## src/rtl/piso_tx_pkg.sv

```systemverilog
// Shared types and line levels for the framed PISO transmitter.
package piso_tx_pkg;

  typedef enum logic [2:0] {
    IDLE,
    START,
    DATA,
    PARITY,
    STOP
  } state_t;

  localparam logic IDLE_LEVEL  = 1'b1;
  localparam logic START_LEVEL = 1'b0;
  localparam logic STOP_LEVEL  = 1'b1;

  // Counter width for a 0..n-1 count, never narrower than one bit.
  function automatic int unsigned cnt_width(input int unsigned n);
    return (n > 1) ? $clog2(n) : 1;
  endfunction

endpackage

```

## src/rtl/piso_bit_timer.sv

```systemverilog
// Baud timer: counts 0..CLKS_PER_BIT-1 and flags the last count as the bit tick.
module piso_bit_timer
  import piso_tx_pkg::*;
#(
  parameter int unsigned CLKS_PER_BIT = 4
) (
  input  logic clk,
  input  logic reset,
  input  logic clear,
  output logic tick
);

  localparam int unsigned TMR_W = cnt_width(CLKS_PER_BIT);
  localparam logic [TMR_W-1:0] LAST = TMR_W'(CLKS_PER_BIT - 1);

  logic [TMR_W-1:0] r_count;

  always_ff @(posedge clk or posedge reset) begin
    if (reset) begin
      r_count <= '0;
    end else if (clear || tick) begin
      r_count <= '0;
    end else begin
      r_count <= r_count + TMR_W'(1);
    end
  end

  // With CLKS_PER_BIT=1 the count stays at 0 == LAST, so every clock ticks.
  assign tick = (r_count == LAST);

endmodule

```

## src/rtl/piso_frame_tx.sv

```systemverilog
// Framed PISO transmitter: start bit, LSB-first data, optional even parity, stop bit.
module piso_frame_tx
  import piso_tx_pkg::*;
#(
  parameter int unsigned WIDTH        = 8,
  parameter int unsigned CLKS_PER_BIT = 4,
  parameter bit          PARITY_EN    = 1'b1
) (
  input  logic             clk,
  input  logic             reset,
  input  logic [WIDTH-1:0] parallel_in,
  input  logic             load_valid,
  output logic             load_ready,
  output logic             serial_out,
  output logic             busy,
  output logic             done
);

  localparam int unsigned IDX_W = cnt_width(WIDTH);
  localparam logic [IDX_W-1:0] IDX_LAST = IDX_W'(WIDTH - 1);

  state_t           r_state, w_state_nxt;
  logic [WIDTH-1:0] r_shreg, w_shreg_nxt;
  logic [IDX_W-1:0] r_idx, w_idx_nxt;
  logic             r_parity, w_parity_nxt;
  logic             r_serial, w_serial_nxt;
  logic             r_busy;
  logic             r_ready;
  logic             r_done, w_done_nxt;
  logic             w_tick;
  logic             w_timer_clear;

  // Timer is held at zero while idle so the start bit gets a full bit period.
  assign w_timer_clear = (r_state == IDLE);

  piso_bit_timer #(
    .CLKS_PER_BIT(CLKS_PER_BIT)
  ) u_bit_timer (
    .clk  (clk),
    .reset(reset),
    .clear(w_timer_clear),
    .tick (w_tick)
  );

  // Next-state, datapath and next output levels.
  always_comb begin
    w_state_nxt  = r_state;
    w_shreg_nxt  = r_shreg;
    w_idx_nxt    = r_idx;
    w_parity_nxt = r_parity;
    w_done_nxt   = 1'b0;
    w_serial_nxt = IDLE_LEVEL;

    case (r_state)
      IDLE: begin
        if (load_valid) begin
          w_shreg_nxt  = parallel_in;
          w_parity_nxt = ^parallel_in;
          w_idx_nxt    = '0;
          w_state_nxt  = START;
        end
      end
      START: begin
        if (w_tick) begin
          w_idx_nxt   = '0;
          w_state_nxt = DATA;
        end
      end
      DATA: begin
        if (w_tick) begin
          w_shreg_nxt = r_shreg >> 1;
          if (r_idx == IDX_LAST) begin
            w_idx_nxt   = '0;
            w_state_nxt = PARITY_EN ? PARITY : STOP;
          end else begin
            w_idx_nxt = r_idx + IDX_W'(1);
          end
        end
      end
      PARITY: begin
        if (w_tick) begin
          w_state_nxt = STOP;
        end
      end
      STOP: begin
        if (w_tick) begin
          w_state_nxt = IDLE;
          w_done_nxt  = 1'b1;
        end
      end
      default: begin
        w_state_nxt = IDLE;
      end
    endcase

    // Line level is registered from the next state so it changes with the state.
    case (w_state_nxt)
      START:   w_serial_nxt = START_LEVEL;
      DATA:    w_serial_nxt = w_shreg_nxt[0];
      PARITY:  w_serial_nxt = w_parity_nxt;
      STOP:    w_serial_nxt = STOP_LEVEL;
      default: w_serial_nxt = IDLE_LEVEL;
    endcase
  end

  always_ff @(posedge clk or posedge reset) begin
    if (reset) begin
      r_state  <= IDLE;
      r_shreg  <= '0;
      r_idx    <= '0;
      r_parity <= 1'b0;
      r_serial <= IDLE_LEVEL;
      r_busy   <= 1'b0;
      r_ready  <= 1'b1;
      r_done   <= 1'b0;
    end else begin
      r_state  <= w_state_nxt;
      r_shreg  <= w_shreg_nxt;
      r_idx    <= w_idx_nxt;
      r_parity <= w_parity_nxt;
      r_serial <= w_serial_nxt;
      r_busy   <= (w_state_nxt != IDLE);
      r_ready  <= (w_state_nxt == IDLE);
      r_done   <= w_done_nxt;
    end
  end

  assign load_ready = r_ready;
  assign serial_out = r_serial;
  assign busy       = r_busy;
  assign done       = r_done;

endmodule

```

## config.mk

```make
export PLATFORM = sky130hd
export DESIGN_NAME = piso_frame_tx
export DESIGN_NICKNAME = d
export VERILOG_FILES = /design/src/rtl/piso_tx_pkg.sv /design/src/rtl/piso_bit_timer.sv /design/src/rtl/piso_frame_tx.sv
export SDC_FILE = /design/constraint.sdc
export NUM_CORES = 1
export LEC_CHECK = 0
export BUFFER_PORTS_ARGS = -buffer_cell sky130_fd_sc_hd__buf_2
export CORE_MARGIN = 5
export CORE_UTILIZATION = 50
export DETAILED_ROUTE_END_ITERATION = 12
export GPL_TIMING_DRIVEN = 0
export PLACE_DENSITY = 0.82
export SKIP_LAST_GASP = 1
export SYNTH_ARGS = -nofsm -noshare
export SYNTH_HDL_FRONTEND = slang
export SYNTH_SLANG_ARGS = --single-unit
```

## constraint.sdc

```tcl
create_clock -name clk -period 2.2 [get_ports clk]
set_input_delay 0.11 -clock clk [delete_from_list [all_inputs] [get_ports clk]]
set_output_delay 0.11 -clock clk [all_outputs]
set_load 0.005 [all_outputs]
```

=== Word-level counts from Yosys, hierarchy flattened ===
Cells that the tools add are included.

* Add/sub/neg operators: 2
* Eq/ne operators: 12
* Multiplexer cells: 21
* Reduce and logical (&&, ||, !) cells: 9

{| class="wikitable"
|+ Operator list
! kind !! count
|-
| $mux W3 || 10
|-
| $mux W8 || 2
|-
| $pmux W8 S2 || 1
|-
| $pmux W3 S5 || 1
|-
| $eq A3 B2 Y1 const B || 4
|-
| $pmux W3 S3 || 1
|-
| $reduce_xor A8 Y1 || 1
|-
| $eq A3 B1 Y1 const B || 2
|-
| $eq A3 B3 Y1 const B || 2
|-
| $logic_not A3 Y1 || 2
|-
| $reduce_bool A3 Y1 || 2
|-
| $mux W1 || 4
|-
| $ne A2 B1 Y1 const B || 2
|-
| $reduce_and A4 Y1 || 1
|-
| $add A3 B1 Y3 const B || 1
|-
| $pmux W1 S3 || 1
|-
| $reduce_and A3 Y1 || 1
|-
| $add A2 B1 Y2 const B || 1
|-
| $eq A2 B2 Y1 const B || 1
|-
| $mux W2 || 1
|-
| $ne A2 B2 Y1 const B || 1
|-
| $reduce_bool A2 Y1 || 1
|-
| $logic_or A1 B1 Y1 || 1
|}

* Bits in registers: 21
* Input bits: 11
* Output and inout bits: 4
* Word-level logic and storage cells: 54

=== Depth between registers and ports, before layout ===
* Depth after elaboration: 6
* Gate-level depth with buffers: 7
* Depth with buffers taken out: 6

=== Cells and area by module ===
A second synthesis with hierarchy kept.

* Cell total of the unflattened synthesis: 97
* Area, all modules: 1,071.0 µm²

{| class="wikitable"
|+ Modules (own cells, without submodules)
! module !! times used !! cells an instance !! area each (µm²) !! seq. area each (µm²)
|-
| piso_frame_tx || 1 || 91 || 982.2 || 478.0
|-
| piso_bit_timer || 1 || 6 || 88.8 || 50.0
|}

=== Least setup slack after synthesis ===
Ideal clock, no wire load.

* Kind: register -> register
* Start point: register u_bit_timer.r_count[0]
* End point: register r_busy, in the netlist busy
* Setup time: 0.131 ns
* Data arrival time: 1.513 ns
* Required time: 2.069 ns
* Slack: 0.556 ns
* Cell stages (with the launch flop): 7
* Buffers on the path: 1
* Period minus slack after synthesis: 1.644 ns
* Cell sequence: dfrtp_1 > ha_1 > clkbuf_1 > and3b_1 > o21bai_1 > inv_1 > or3_1

* Cells in the longest elaborated chain, start to end: 4
* Elaborated cells between the ends (all ways): 7
* Those cells by class: eq/ne: 1; mux: 5; reduce/logical: 1

{| class="wikitable"
|+ Ends and longest elaborated chain
! element !! line !! text
|-
| from (decl) || piso_bit_timer.sv:16 || <nowiki>logic [TMR_W-1:0] r_count;</nowiki>
|-
| from (signal assigned) || piso_bit_timer.sv:24 || <nowiki>r_count <= r_count + TMR_W'(1);</nowiki>
|-
| $eq A2 B2 Y1 (*) || piso_bit_timer.sv:29 || <nowiki>assign tick = (r_count == LAST);</nowiki>
|-
| $mux W3 (on tied branches) || -- ||
|-
| $pmux W3 S5 (*) || piso_frame_tx.sv:54 || <nowiki>case (r_state)</nowiki>
|-
| via w_state_nxt[1] || piso_frame_tx.sv:22 || <nowiki>state_t r_state, w_state_nxt;</nowiki>
|-
| $reduce_bool A3 Y1 (*) || piso_frame_tx.sv:122 || <nowiki>r_busy <= (w_state_nxt != IDLE);</nowiki>
|-
| to (signal assigned) || piso_frame_tx.sv:122 ||
|-
| to (decl) || piso_frame_tx.sv:27 || <nowiki>logic r_busy;</nowiki>
|}

Mark *: on every way through the listed nets, which the timed path passes. The rest lies on a longest branch.
A chain may end at the register's enable or synchronous reset.

=== Worst setup path in the final report ===
Ends and elaborated chain as after synthesis.

==> impl_metrics.yaml <==
timing:
  slew_headroom_pct: 49.4
  worst_slew_pin_slew_ns: 0.758
  slew_violations: 0
  hold_viol_final: 0
  period_share_pct: 84.2
  fin_worst_skew_ns: 0.00294
  period_minus_slack_ns: 1.85
  fmax_mhz: 540
  rsz0062_at_grt: "false"
  tns_ns: 0
  setup_viol: 0
worst_setup_path:
  cp_max_fo: 10
  crit_end: "busy"
  crit_arrival_ns: 2.04
  crit_chain: "ha_1, clkbuf_1, and3b_1, o21bai_1, inv_1, or3_1"
  cp.depth: 6
  path_buf_inv: 2
  crit_type: "reg -> reg"
  critPathTopFamily: "simple AND/OR/NAND/NOR gates"
  start_kind: "register"
  reg2reg_to: "busy"
  endpoint_kind: "register"
  crit_slowest_cell: "dfrtp_1"
  r2r_start: "u_bit_timer.r_count[0]"
  critPathMaxStageDelay_ns: 0.40
  crit_required_ns: 2.39
  timing.reg2reg.setup_slack_ns: 0.35
  crit_start: "u_bit_timer.r_count[0]"
  r2r_cells: 6
synth:
  syn_avg_cell_area_um2: 10.8
  synth_top_area_share_pct: 44.9
  syn_inst: 98
  ys_ff_latch: 21
  synth_warnings: 0
  async_flop_share_pct: 100
  yosysSeqAreaShare_pct: 49.8
  yosys.cell_types.count: 32
  netlist_top_cells_area: "dfrtp_1, xnor2_1, a22oi_1"
  synth-edff-count: 0
  ys.flop_type: "dfrtp_1"
  synth_nets: 112
  netlist_area_um2: 1060
  synth_largest_area_cell: "dfrtp_1"
detailed_routing:
  finalWirelength_um: 1780
  ant_nets: 0
  drtIter0Drc: 18
  drc: 0
  drtPass1Iterations: 4
  vias: 746
  wl_per_cell_um: 12.4
  viasPerCell: 5.18
place:
  gp_congestion: 0.716
  dpl.hpwl_um: 1350
  place_inst: 139
  port-buffer-count: 14
clock_network:
  cts_buffer_depth: 2
  clk_pin_slew_ns: 0.12
  cts_buffers: 3
  cts-root-buf: "clkbuf_4"
  cts_tree: "yes"
  clock-sinks: 21
  post_cts_resized: 0
  htreeDepth: 1
  clk-insertion-delay-late_ns: 0.30
layout:
  drive_gt1_share_pct: 23.1
  finalNonFillerCells: 144
  diodes: 0
  final_cell_mix: "dfrtp_1, buf_2, inv_1"
  nets: 132
  syn_to_final_growth_pct: 13.3
  final_common_cell: "dfrtp_1"
floorplanning:
  die-width_um: 56.0
  fp-row-count: 16
  core_area_um2: 1980
  dieArea_um2: 3140
  io_pins: 15
  start_util_pct: 53.5
  die_h_um: 56.0
grt:
  grt_max_degree: 22
  grt_pass1_vias: 777
  track_usage_pct: 13.2
  grt_first_pass_wirelength_um: 3330
  grt_antenna_before_repair: 0
  overflow: 0
run:
  cap_violations: 0
outcome:
  status: "complete, no violations"
min_path:
  hp-class: "in -> reg"
power_and_ir_drop:
  p_per_area_nw_per_um2: 1140
  ir_drop_mv: 0.816
  leakagePower_nw: 0.575
report_power, final:
group / switching (mW) / total [mW] / internal (mW)
clock: 0.116 / 0.183 / 0.0677
combinational: 0.308 / 0.564 / 0.255
sequential: 0.0684 / 0.617 / 0.549
total: 0.493 / 1.36 / 0.872
cell usage after synthesis, types with 2 or more instances:
cell,n
dfrtp_1,19
inv_1,10
a22oi_1,8
o21ai_1,7
xnor2_1,7
buf_2,3
buf_6,3
ha_1,3
mux2_1,3
nand2_1,3
nor2_1,3
nor3_1,3
a21oi_1,2
and3_1,2
dfstp_2,2
nor3b_1,2
nor4b_1,2
o31a_1,2
logic make-up after synthesis:
kind of cell	after synthesis	synth area share [%]
buf+inv	17	8.50
compound gates	24	15.6
simple gates	22	12.8
xor+xnor	8	6.61
mux	3	3.19
fa+ha+maj	3	3.54
flops	21	49.8
metal layers:
metal  GRT usage, %  up-vias  part of all wire (%)
li1               -      376                     -
met2           21.2       10                    50
met3           3.02        2                   3.1
met5              0        -                     0
met1           17.2      358                    47
met4           5.08        0                  0.45
what timing repair did:
action	4_1_cts	5_1_grt
setup buffers	0	0
endpoints found under the hold margin	19	0
hold buffers	1	0
worst min-delay path by stage:
stage                    from    endpoint  slack (ns)  depth (start not counted)
2_1_floorplan           reset        busy        0.09                          1
3_3_place_gp            reset  r_shreg[6]        0.27                          2
3_5_place_dp            reset  r_shreg[7]        0.30                          2
4_1_cts        parallel_in[7]  r_shreg[7]        0.06                          3
5_1_grt        parallel_in[5]  r_shreg[5]        0.08                          3
6_report       parallel_in[7]  r_shreg[7]        0.06                          3
tightest hold or removal path, stage by stage:
cell and delay, ns:
buf_2 0.09, nand2_1 0.05, o21ai_1 0.07
area by class of cell:
cell class | count | area, um^2
clock buffers | 3 | 22.5
plain buffers | 7 | 52.6
repair buffers | 15 | 80.1
clock inverters | 1 | 5.00
inverters | 10 | 37.5
fillers | 161 | 781
flip-flops and latches | 21 | 528
multi-input cells | 60 | 442
well taps | 27 | 33.8
sequential cells by signal, indices dropped and copies added (netlist names):
| register | cells |
|---|---|
| r_state | 3 |
| r_parity | 1 |
| u_bit_timer.r_count | 2 |
| r_idx | 3 |
| r_shreg | 8 |
| done | 1 |
| busy | 1 |
| load_ready | 1 |
| serial_out | 1 |
stage by stage:
step / total power [mW] / util [%] / hold slack, ns / area [um^2] / worst slack, ns
after floorplan: 1.05 / - / 0.0850 / 1060 / 0.556
after global routing: 1.49 / 60.6 / 0.0776 / 1200 / 0.200
after CTS: 1.37 / 60.6 / 0.0558 / 1200 / 0.339
final: 1.36 / 60.6 / 0.0623 / 1200 / 0.347
after detailed placement: 1.19 / 58.7 / 0.296 / 1160 / 0.370
after global placement: 1.15 / 58.7 / 0.272 / 1160 / 0.413
Power figures use the tool's default switching activity.
